### src/rtl/state_seq_driver.sv
// Drives NUM_VECTORS 128-bit vectors over valid/ready, with TRIG_PATTERN in slot TRIG_INDEX, and scores trig_in.
// Optional stall timeout is enabled by defining STATE_SEQ_DRIVER_TIMEOUT_EN.
module state_seq_driver #(
    parameter int unsigned  NUM_VECTORS  = 16,
    parameter int unsigned  TRIG_INDEX   = 5,
    parameter logic [127:0] TRIG_PATTERN = 128'h00112233_44556677_8899aabb_ccddeeff,
    parameter logic [127:0] SEED         = 128'h0123456789abcdef_fedcba9876543210,
    parameter int unsigned  GAP_CYCLES   = 2,
    parameter int unsigned  CHECK_WINDOW = 4
) (
    input  logic         clk,
    input  logic         rst,
    input  logic         start,
    output logic [127:0] state_out,
    output logic         state_valid,
    input  logic         state_ready,
    input  logic         trig_in,
    output logic         busy,
    output logic         done,
    output logic         pass,
    output logic         fail_early,
    output logic         fail_late,
    output logic [7:0]   vec_idx
`ifdef STATE_SEQ_DRIVER_TIMEOUT_EN
    ,
    output logic         timeout
`endif
);

    typedef enum logic [2:0] {S_IDLE, S_LOAD, S_SEND, S_GAP, S_WAIT, S_DONE} state_t;

    localparam logic [31:0] TRIG_IDX = 32'(TRIG_INDEX);
    localparam logic [7:0]  LAST_IDX = 8'(NUM_VECTORS - 1);
    localparam logic [3:0]  GAP_LAST = 4'(GAP_CYCLES - 1);
    localparam logic [3:0]  WIN_LAST = 4'(CHECK_WINDOW - 1);

    state_t       state_q, state_d;
    logic [127:0] lfsr, lfsr_next, filler;
    logic [3:0]   gap_cnt, wait_cnt, win_cnt, win_cnt_d;
    logic         pat_seen, pat_d, win_act, win_act_d, fe_d, fl_d;
    logic         accept, is_trig, last_vec, stall_to;

    assign accept    = state_valid & state_ready;
    assign is_trig   = (32'(vec_idx) == TRIG_IDX);
    assign last_vec  = (vec_idx == LAST_IDX);
    assign busy      = (state_q != S_IDLE);
    assign done      = (state_q == S_DONE);
    // Galois step for x^128 + x^7 + x^2 + x + 1
    assign lfsr_next = {lfsr[126:0], 1'b0} ^ (lfsr[127] ? 128'h87 : 128'h0);
    // A filler must never look like the pattern, or a negative run would fire the monitor
    assign filler    = (lfsr == TRIG_PATTERN) ? ~lfsr : lfsr;

    always_comb begin
        state_d = state_q;
        case (state_q)
            S_IDLE: if (start) state_d = S_LOAD;
            S_LOAD: state_d = S_SEND;
            S_SEND: begin
                if (stall_to)
                    state_d = S_DONE;
                else if (accept) begin
                    if (last_vec)                state_d = S_WAIT;
                    else if (GAP_CYCLES == 32'd0) state_d = S_LOAD;
                    else                         state_d = S_GAP;
                end
            end
            S_GAP:  if (gap_cnt == GAP_LAST)  state_d = S_LOAD;
            S_WAIT: if (wait_cnt == WIN_LAST) state_d = S_DONE;
            S_DONE: state_d = S_IDLE;
            default: state_d = S_IDLE;
        endcase
    end

    // Scoring: trig_in in the acceptance cycle itself still counts as early
    always_comb begin
        fe_d      = fail_early;
        fl_d      = fail_late;
        pat_d     = pat_seen;
        win_act_d = win_act;
        win_cnt_d = win_cnt;
        if (busy) begin
            if (!pat_seen && trig_in) fe_d = 1'b1;
            if (win_act) begin
                if (trig_in)
                    win_act_d = 1'b0;
                else if (win_cnt == WIN_LAST) begin
                    fl_d      = 1'b1;
                    win_act_d = 1'b0;
                end else
                    win_cnt_d = win_cnt + 4'd1;
            end
            if (accept && is_trig) begin
                pat_d     = 1'b1;
                win_act_d = 1'b1;
                win_cnt_d = '0;
            end
            if (stall_to) fl_d = 1'b1;
        end
    end

    always_ff @(posedge clk) begin
        if (rst) begin
            state_q     <= S_IDLE;
            state_out   <= '0;
            state_valid <= 1'b0;
            pass        <= 1'b0;
            fail_early  <= 1'b0;
            fail_late   <= 1'b0;
            vec_idx     <= '0;
            lfsr        <= SEED;
            gap_cnt     <= '0;
            wait_cnt    <= '0;
            pat_seen    <= 1'b0;
            win_act     <= 1'b0;
            win_cnt     <= '0;
        end else begin
            state_q <= state_d;
            if (busy) begin
                fail_early <= fe_d;
                fail_late  <= fl_d;
                pat_seen   <= pat_d;
                win_act    <= win_act_d;
                win_cnt    <= win_cnt_d;
            end
            case (state_q)
                S_IDLE: if (start) begin
                    pass       <= 1'b0;
                    fail_early <= 1'b0;
                    fail_late  <= 1'b0;
                    vec_idx    <= '0;
                    lfsr       <= SEED;
                    pat_seen   <= 1'b0;
                    win_act    <= 1'b0;
                    win_cnt    <= '0;
                end
                S_LOAD: begin
                    state_out   <= is_trig ? TRIG_PATTERN : filler;
                    state_valid <= 1'b1;
                end
                S_SEND: begin
                    if (stall_to)
                        state_valid <= 1'b0;
                    else if (accept) begin
                        state_valid <= 1'b0;
                        if (!is_trig) lfsr <= lfsr_next;
                        gap_cnt  <= '0;
                        wait_cnt <= '0;
                        if (!last_vec && GAP_CYCLES == 32'd0) vec_idx <= vec_idx + 8'd1;
                    end
                end
                S_GAP: begin
                    gap_cnt <= gap_cnt + 4'd1;
                    if (gap_cnt == GAP_LAST) vec_idx <= vec_idx + 8'd1;
                end
                S_WAIT: wait_cnt <= wait_cnt + 4'd1;
                S_DONE: pass <= ~fe_d & ~fl_d;
                default: ;
            endcase
        end
    end

`ifdef STATE_SEQ_DRIVER_TIMEOUT_EN
    logic [7:0] stall_cnt;

    // Fires on the 255th consecutive stalled SEND cycle
    assign stall_to = (state_q == S_SEND) && !state_ready && (stall_cnt == 8'd254);

    always_ff @(posedge clk) begin
        if (rst) begin
            stall_cnt <= '0;
            timeout   <= 1'b0;
        end else begin
            if (state_q == S_IDLE && start) timeout <= 1'b0;
            if (state_q != S_SEND || state_ready) stall_cnt <= '0;
            else                                  stall_cnt <= stall_cnt + 8'd1;
            if (stall_to) timeout <= 1'b1;
        end
    end
`else
    assign stall_to = 1'b0;
`endif

endmodule

### config.mk
export PLATFORM = sky130hd
export DESIGN_NAME = state_seq_driver
export DESIGN_NICKNAME = d
export VERILOG_FILES = /design/src/rtl/state_seq_driver.sv
export SDC_FILE = /design/constraint.sdc
export NUM_CORES = 1
export LEC_CHECK = 0
export CAP_MARGIN = 20
export CORE_ASPECT_RATIO = 0.5
export CORE_UTILIZATION = 50
export CTS_CLUSTER_DIAMETER = 60
export DETAILED_ROUTE_END_ITERATION = 12
export GPL_TIMING_DRIVEN = 0
export PLACE_DENSITY = 0.83
export SETUP_SLACK_MARGIN = 0.05
export SLEW_MARGIN = 20
export SYNTH_ARGS = -nofsm -noshare
export SYNTH_HDL_FRONTEND = slang
export SYNTH_SLANG_ARGS = --single-unit
export TNS_END_PERCENT = 1
### constraint.sdc
create_clock -name clk -period 5.6 [get_ports clk]
set_clock_uncertainty 0.1 [all_clocks]
set_input_delay 0.56 -clock clk [delete_from_list [all_inputs] [get_ports clk]]
set_output_delay 0.56 -clock clk [all_outputs]
set_load 0.02 [all_outputs]
After elaboration in Yosys (flattened, before gate mapping)
Cells that the tools add are included.

storage, ports and cells
  input port bits = 5
  logic and storage cells = 110
  register bits = 285
  output and inout bits = 142

operators by class
  reductions and logical operators = 18
  equal/unequal tests = 16
  bitwise operators = 6
  add/sub/neg operators = 4
  multiplexer cells = 53

operators with widths
  operator                                           count
  2-to-1 mux 128 bit                                 5
  case mux 128 bit (2 select lines)                  1
  == test 128 x 117 -> 1 bit, second input constant  1
  NOT 128 bit                                        1
  XOR 128 x 8 -> 128 bit                             1
  2-to-1 mux 4 bit                                   8
  2-to-1 mux 1 bit                                   25
  2-to-1 mux 8 bit                                   3
  case mux 4 bit (2 select lines)                    2
  case mux 8 bit (2 select lines)                    1
  2-to-1 mux 3 bit                                   5
  case mux 3 bit (5 select lines)                    1
  adder 4 x 1 -> 4 bit, second input constant        3
  nonzero test 2 bit                                 6
  inequality test 2 bit, second input constant       5
  adder 8 x 1 -> 8 bit, second input constant        1
  == test 4 x 2 -> 1 bit, second input constant      2
  == test 8 x 3 -> 1 bit, second input constant      1
  == test 8 x 4 -> 1 bit, second input constant      1
  AND reduction 2 bit                                4
  AND reduction 4 bit                                2
  == test 3 x 2 -> 1 bit, second input constant      2
  == test 3 bit, second input constant               2
  == test 4 x 1 -> 1 bit, second input constant      1
  other kinds (9)                                    13

Logic depth before layout (Yosys ltp)
Gate-level depths: netlist of the first run.

  depth in word-level cells = 8
  mapped depth = 10
  depth with buffers taken out = 7

Least setup slack after synthesis of the first run
Ideal clock, no wire load.

  path kind = register to register
  from = register vec_idx[1]
  to = register lfsr[101]
  arrival time = 2048 ps
  period minus slack after synthesis = 2262 ps
  buffers on the path = 2
  setup slack = 3338 ps
  cell stages (with the launch flop) = 10
  setup time = 114 ps
  required time = 5386 ps
  path through = dfxtp_1 inv_1 ha_1 nand2_1 o31ai_4 a211o_2 buf_4 buf_2 or3_1 a21o_1

between the ends
  cells in the longest elaborated chain, start to end = 3

RTL lines
  item                             line  RTL
  start, declared                  23    output logic [7:0] vec_idx
  start signal, assigned           148   if (!last_vec && GAP_CYCLES == 32'd0) vec_idx <= vec_idx + 8'd1;
  start signal, assigned           153   if (gap_cnt == GAP_LAST) vec_idx <= vec_idx + 8'd1;
  == test 8 x 3 -> 1 bit           44    assign is_trig = (32'(vec_idx) == TRIG_IDX);
  inequality test 2 bit (no line)  n/a
  AND reduction 4 bit (no line)    n/a
  end signal, assigned             145   if (!is_trig) lfsr <= lfsr_next;
  end, declared                    38    logic [127:0] lfsr, lfsr_next, filler;

No other way between the ends.
A chain may end at the register's enable or synchronous reset.

Worst setup path in the final report of the first run
  from = register state_q[0]
  to = output port busy

between the ends
  cells in the longest elaborated chain, start to end = 1

RTL lines
  item                    line  RTL
  start, declared         37    state_t state_q, state_d;
  start signal, assigned  117   state_q <= state_d;
  nonzero test 3 bit      46    assign busy = (state_q != S_IDLE);
  end, declared           18    output logic busy,

No other way between the ends.

==> results.json, run 1 <==
{
  "grt_pass1_vias": 11000,
  "powerDensity_mw_per_mm2": 496,
  "grt_antenna_before_repair": 0,
  "route.detailed.drc": 0,
  "io_pins": 147,
  "final_nets": 1562,
  "top_usage_layer": "met2",
  "syn_area_mm2": 0.0124,
  "yosysSeqAreaShare_pct": 45.8,
  "rows": 40,
  "use_met1_pct": 35.5,
  "criticalPathCategory": "flop to primary output",
  "use_met2_pct": 45.5,
  "cts-root-buf": "clkbuf_16",
  "core_area_mm2": 0.0242,
  "async_flop_share_pct": 0,
  "hold_buffers": 0,
  "dp_hpwl_um": 25100,
  "path_cells": "buf_2 -> nor3_1 -> inv_1 -> clkdlybuf4s50_1",
  "routabilityCongestion": 0.890,
  "fill_cells": 1925,
  "period_share_pct": 57.8,
  "firstDrtPassIters": 5,
  "portBuffers": 145,
  "die_area_mm2": 0.0256,
  "rsz0062_at_grt": "false",
  "numClockSinks": 285,
  "syn_nets": 1390,
  "num_vias": 11300,
  "post-route-util_pct": 62.8,
  "cpPeakStageDelay_ns": 0.64,
  "cts-buffers-inserted": 25,
  "outcome": "finished, final reports clean",
  "start_util_pct": 51.4,
  "synth_edf_count": 0,
  "die_width_um": 225,
  "hold_path_class": "flop to flop",
  "routed_wl_um": 35600,
  "drive_above_1_share_pct": 10.3,
  "cts_resized": 0,
  "post_cts_buffers": 0,
  "layout_commonest_cell": "dfxtp_1",
  "synth_top_flop_cell": "dfxtp_1",
  "grt_max_degree": 17,
  "layout_common_cells": "dfxtp_1 (285), nor2_1 (156), a21oi_1 (146), clkdlybuf4s50_1 (145), nand2_1 (143)",
  "area_growth_syn_to_layout_pct": 22.2,
  "ys_ff_latch": 285,
  "maxCapViolations": 0,
  "grt_pass1_wl_um": 56100,
  "p_leak_nw": 5.45,
  "cp-end-kind": "primary output",
  "viasPerCell": 5.94,
  "fin_crit_ns": 3.24,
  "worst-path-buf-inv": 3,
  "synthCells": 1379,
  "worstMarginPinSlew_ns": 1.10,
  "tritoncts": "built",
  "synth_cell_types": 55,
  "critical_path.top_delay_family": "buffers and inverters",
  "cp_slowest_cell": "clkdlybuf4s50_1",
  "ir_drop_mv": 0.258,
  "clkTransAtPathRegs_ns": 0.07,
  "grtUsageMet3_pct": 3.45,
  "drt_iter0_drc": 1136,
  "cp_max_fo": 10,
  "setup_viol": 0,
  "fp.dieH_um": 114,
  "clock_path_buffers": 3,
  "n_antenna_cell": 0,
  "wl_per_cell_um": 18.7,
  "drv_slew": 0,
  "relSlewSlack_pct": 26.5,
  "cp.arrival_ns": 2.58,
  "reg2reg_setup_slack_ns": 2.76,
  "avgSynthCellArea_um2": 9.02,
  "final_hold_viol_count": 0,
  "postRouteAntennaNets": 0,
  "max_freq_ghz": 0.309,
  "grtUsageTotal_pct": 27.1,
  "crit_path_start_kind": "flop",
  "clk_latency_ns": 0.52,
  "tns_ns": 0,
  "cts-htree-levels": 1,
  "overflow": 0,
  "synth_warnings": 0,
  "cp.required_ns": 4.94
}
## state kept, by name (all words and copies together), names as in the netlist, 3 cells and up
signal and count:
lfsr 128, vec_idx 8, win_cnt 4, gap_cnt 4
state_q 3, state_out 128, wait_cnt 4
## report_power, final
part           internal, mW  switching, mW  total [mW]
logic                  1.12           1.82        2.94
registers              2.40          0.306        2.70
clock network          1.12          0.775        1.89
total                  4.64           2.90        7.54
## path summary, 6_finish.rpt
check	startpoint	endpoint	depth (start not counted)
max	state_q[0]$_SDFFE_PP0P_	busy	4
min	pat_seen$_SDFF_PP0_	pat_seen$_SDFF_PP0_	2
max reg2reg	state_q[2]$_SDFFE_PP0P_	lfsr[77]$_SDFFE_PP0P_	6
min reg2reg	pat_seen$_SDFF_PP0_	pat_seen$_SDFF_PP0_	2
## Yosys cell counts, types with 3 or more instances
| master | instances | area, µm² |
|---|---|---|
| nor4_1 | 3 | 18.8 |
| nor4b_1 | 10 | 87.6 |
| nor3b_1 | 7 | 52.6 |
| nor3_1 | 5 | 25.0 |
| nand2_1 | 143 | 537 |
| nand3_1 | 73 | 365 |
| xor2_1 | 4 | 35.0 |
| o211a_1 | 64 | 641 |
| o21ai_0 | 7 | 35.0 |
| nand2b_1 | 72 | 450 |
| buf_6 | 14 | 158 |
| inv_1 | 4 | 15.0 |
| dfxtp_1 | 285 | 5710 |
| a31oi_1 | 7 | 43.8 |
| a21o_1 | 64 | 480 |
| buf_1 | 7 | 26.3 |
| buf_4 | 3 | 22.5 |
| or3_1 | 66 | 413 |
| nor4bb_1 | 4 | 40.0 |
| buf_2 | 28 | 140 |
| a311oi_1 | 3 | 26.3 |
| a221oi_2 | 60 | 901 |
| a221oi_1 | 4 | 35.0 |
| and4b_1 | 4 | 40.0 |
| clkbuf_1 | 75 | 282 |
| xnor2_1 | 4 | 35.0 |
| ha_1 | 6 | 75.1 |
| nor2_1 | 156 | 586 |
| nor2b_1 | 5 | 31.3 |
| nand4_1 | 13 | 81.3 |
| a21oi_1 | 146 | 731 |
| nand4b_1 | 7 | 61.3 |
## layout make-up
class                      instances  area (µm²)  share of cell area, %
multi-input combinational        963        6100                   40.1
sequential                       285        5710                   37.5
clock inverter                    12         188                   1.23
inverter                           4        15.0                 0.0987
buffer                           127         628                   4.13
tap                              336         420                   2.76
timing repair buffer             145        1450                   9.54
clock buffer                      33         706                   4.64
## layer usage
metal / up-vias / wire length [µm]
met5: - / 0
li1: 5265 / -
met2: 450 / 16700
met4: 0 / 1280
met1: 5503 / 15100
met3: 90 / 2510
## cell families after synthesis
family          synth area share (%)
buf+inv                         5.17
mux                           0.0905
compound gates                  23.9
simple gates                    23.9
fa+ha+maj                      0.603
flops                           45.8
xor+xnor                       0.563
## stage by stage
step           worst slack, ns  std cells  hold slack [ns]  cell area, µm²  total power [mW]
6_report                  2.36       1905            0.356           15200              7.54
5_1_grt                   2.24       1905            0.411           15200              7.89
4_1_cts                   2.36       1905            0.359           15200              7.50
3_5_place_dp              2.32       1860            0.350           14300              5.63
3_3_place_gp              2.33       1860            0.343           14300              5.51
2_1_floorplan             3.34       1379            0.333           12400              4.49
## worst min-delay path: stages, from the launching register on
cell	delay (ns)
dfxtp_1	0.30
inv_1	0.06
a21oi_1	0.06
Power figures use the tool's default switching activity.
==> run 2: changes to the inputs <==
- clock period: 5.6 -> 3.3 ns (I/O delays scaled with it)
==> results of run 2 <==
The final DEF is identical to that of run 1. Status: finished, final reports clean.
Main changes from that run: setup slack after placement 2.32 ns -> 0.246 ns; setup slack after layout 2.36 ns -> 0.294 ns; register-to-register setup slack 2.76 ns -> 0.46 ns; total power 7.54 mW -> 12.8 mW; worst IR drop on VDD 0.258 mV -> 0.438 mV
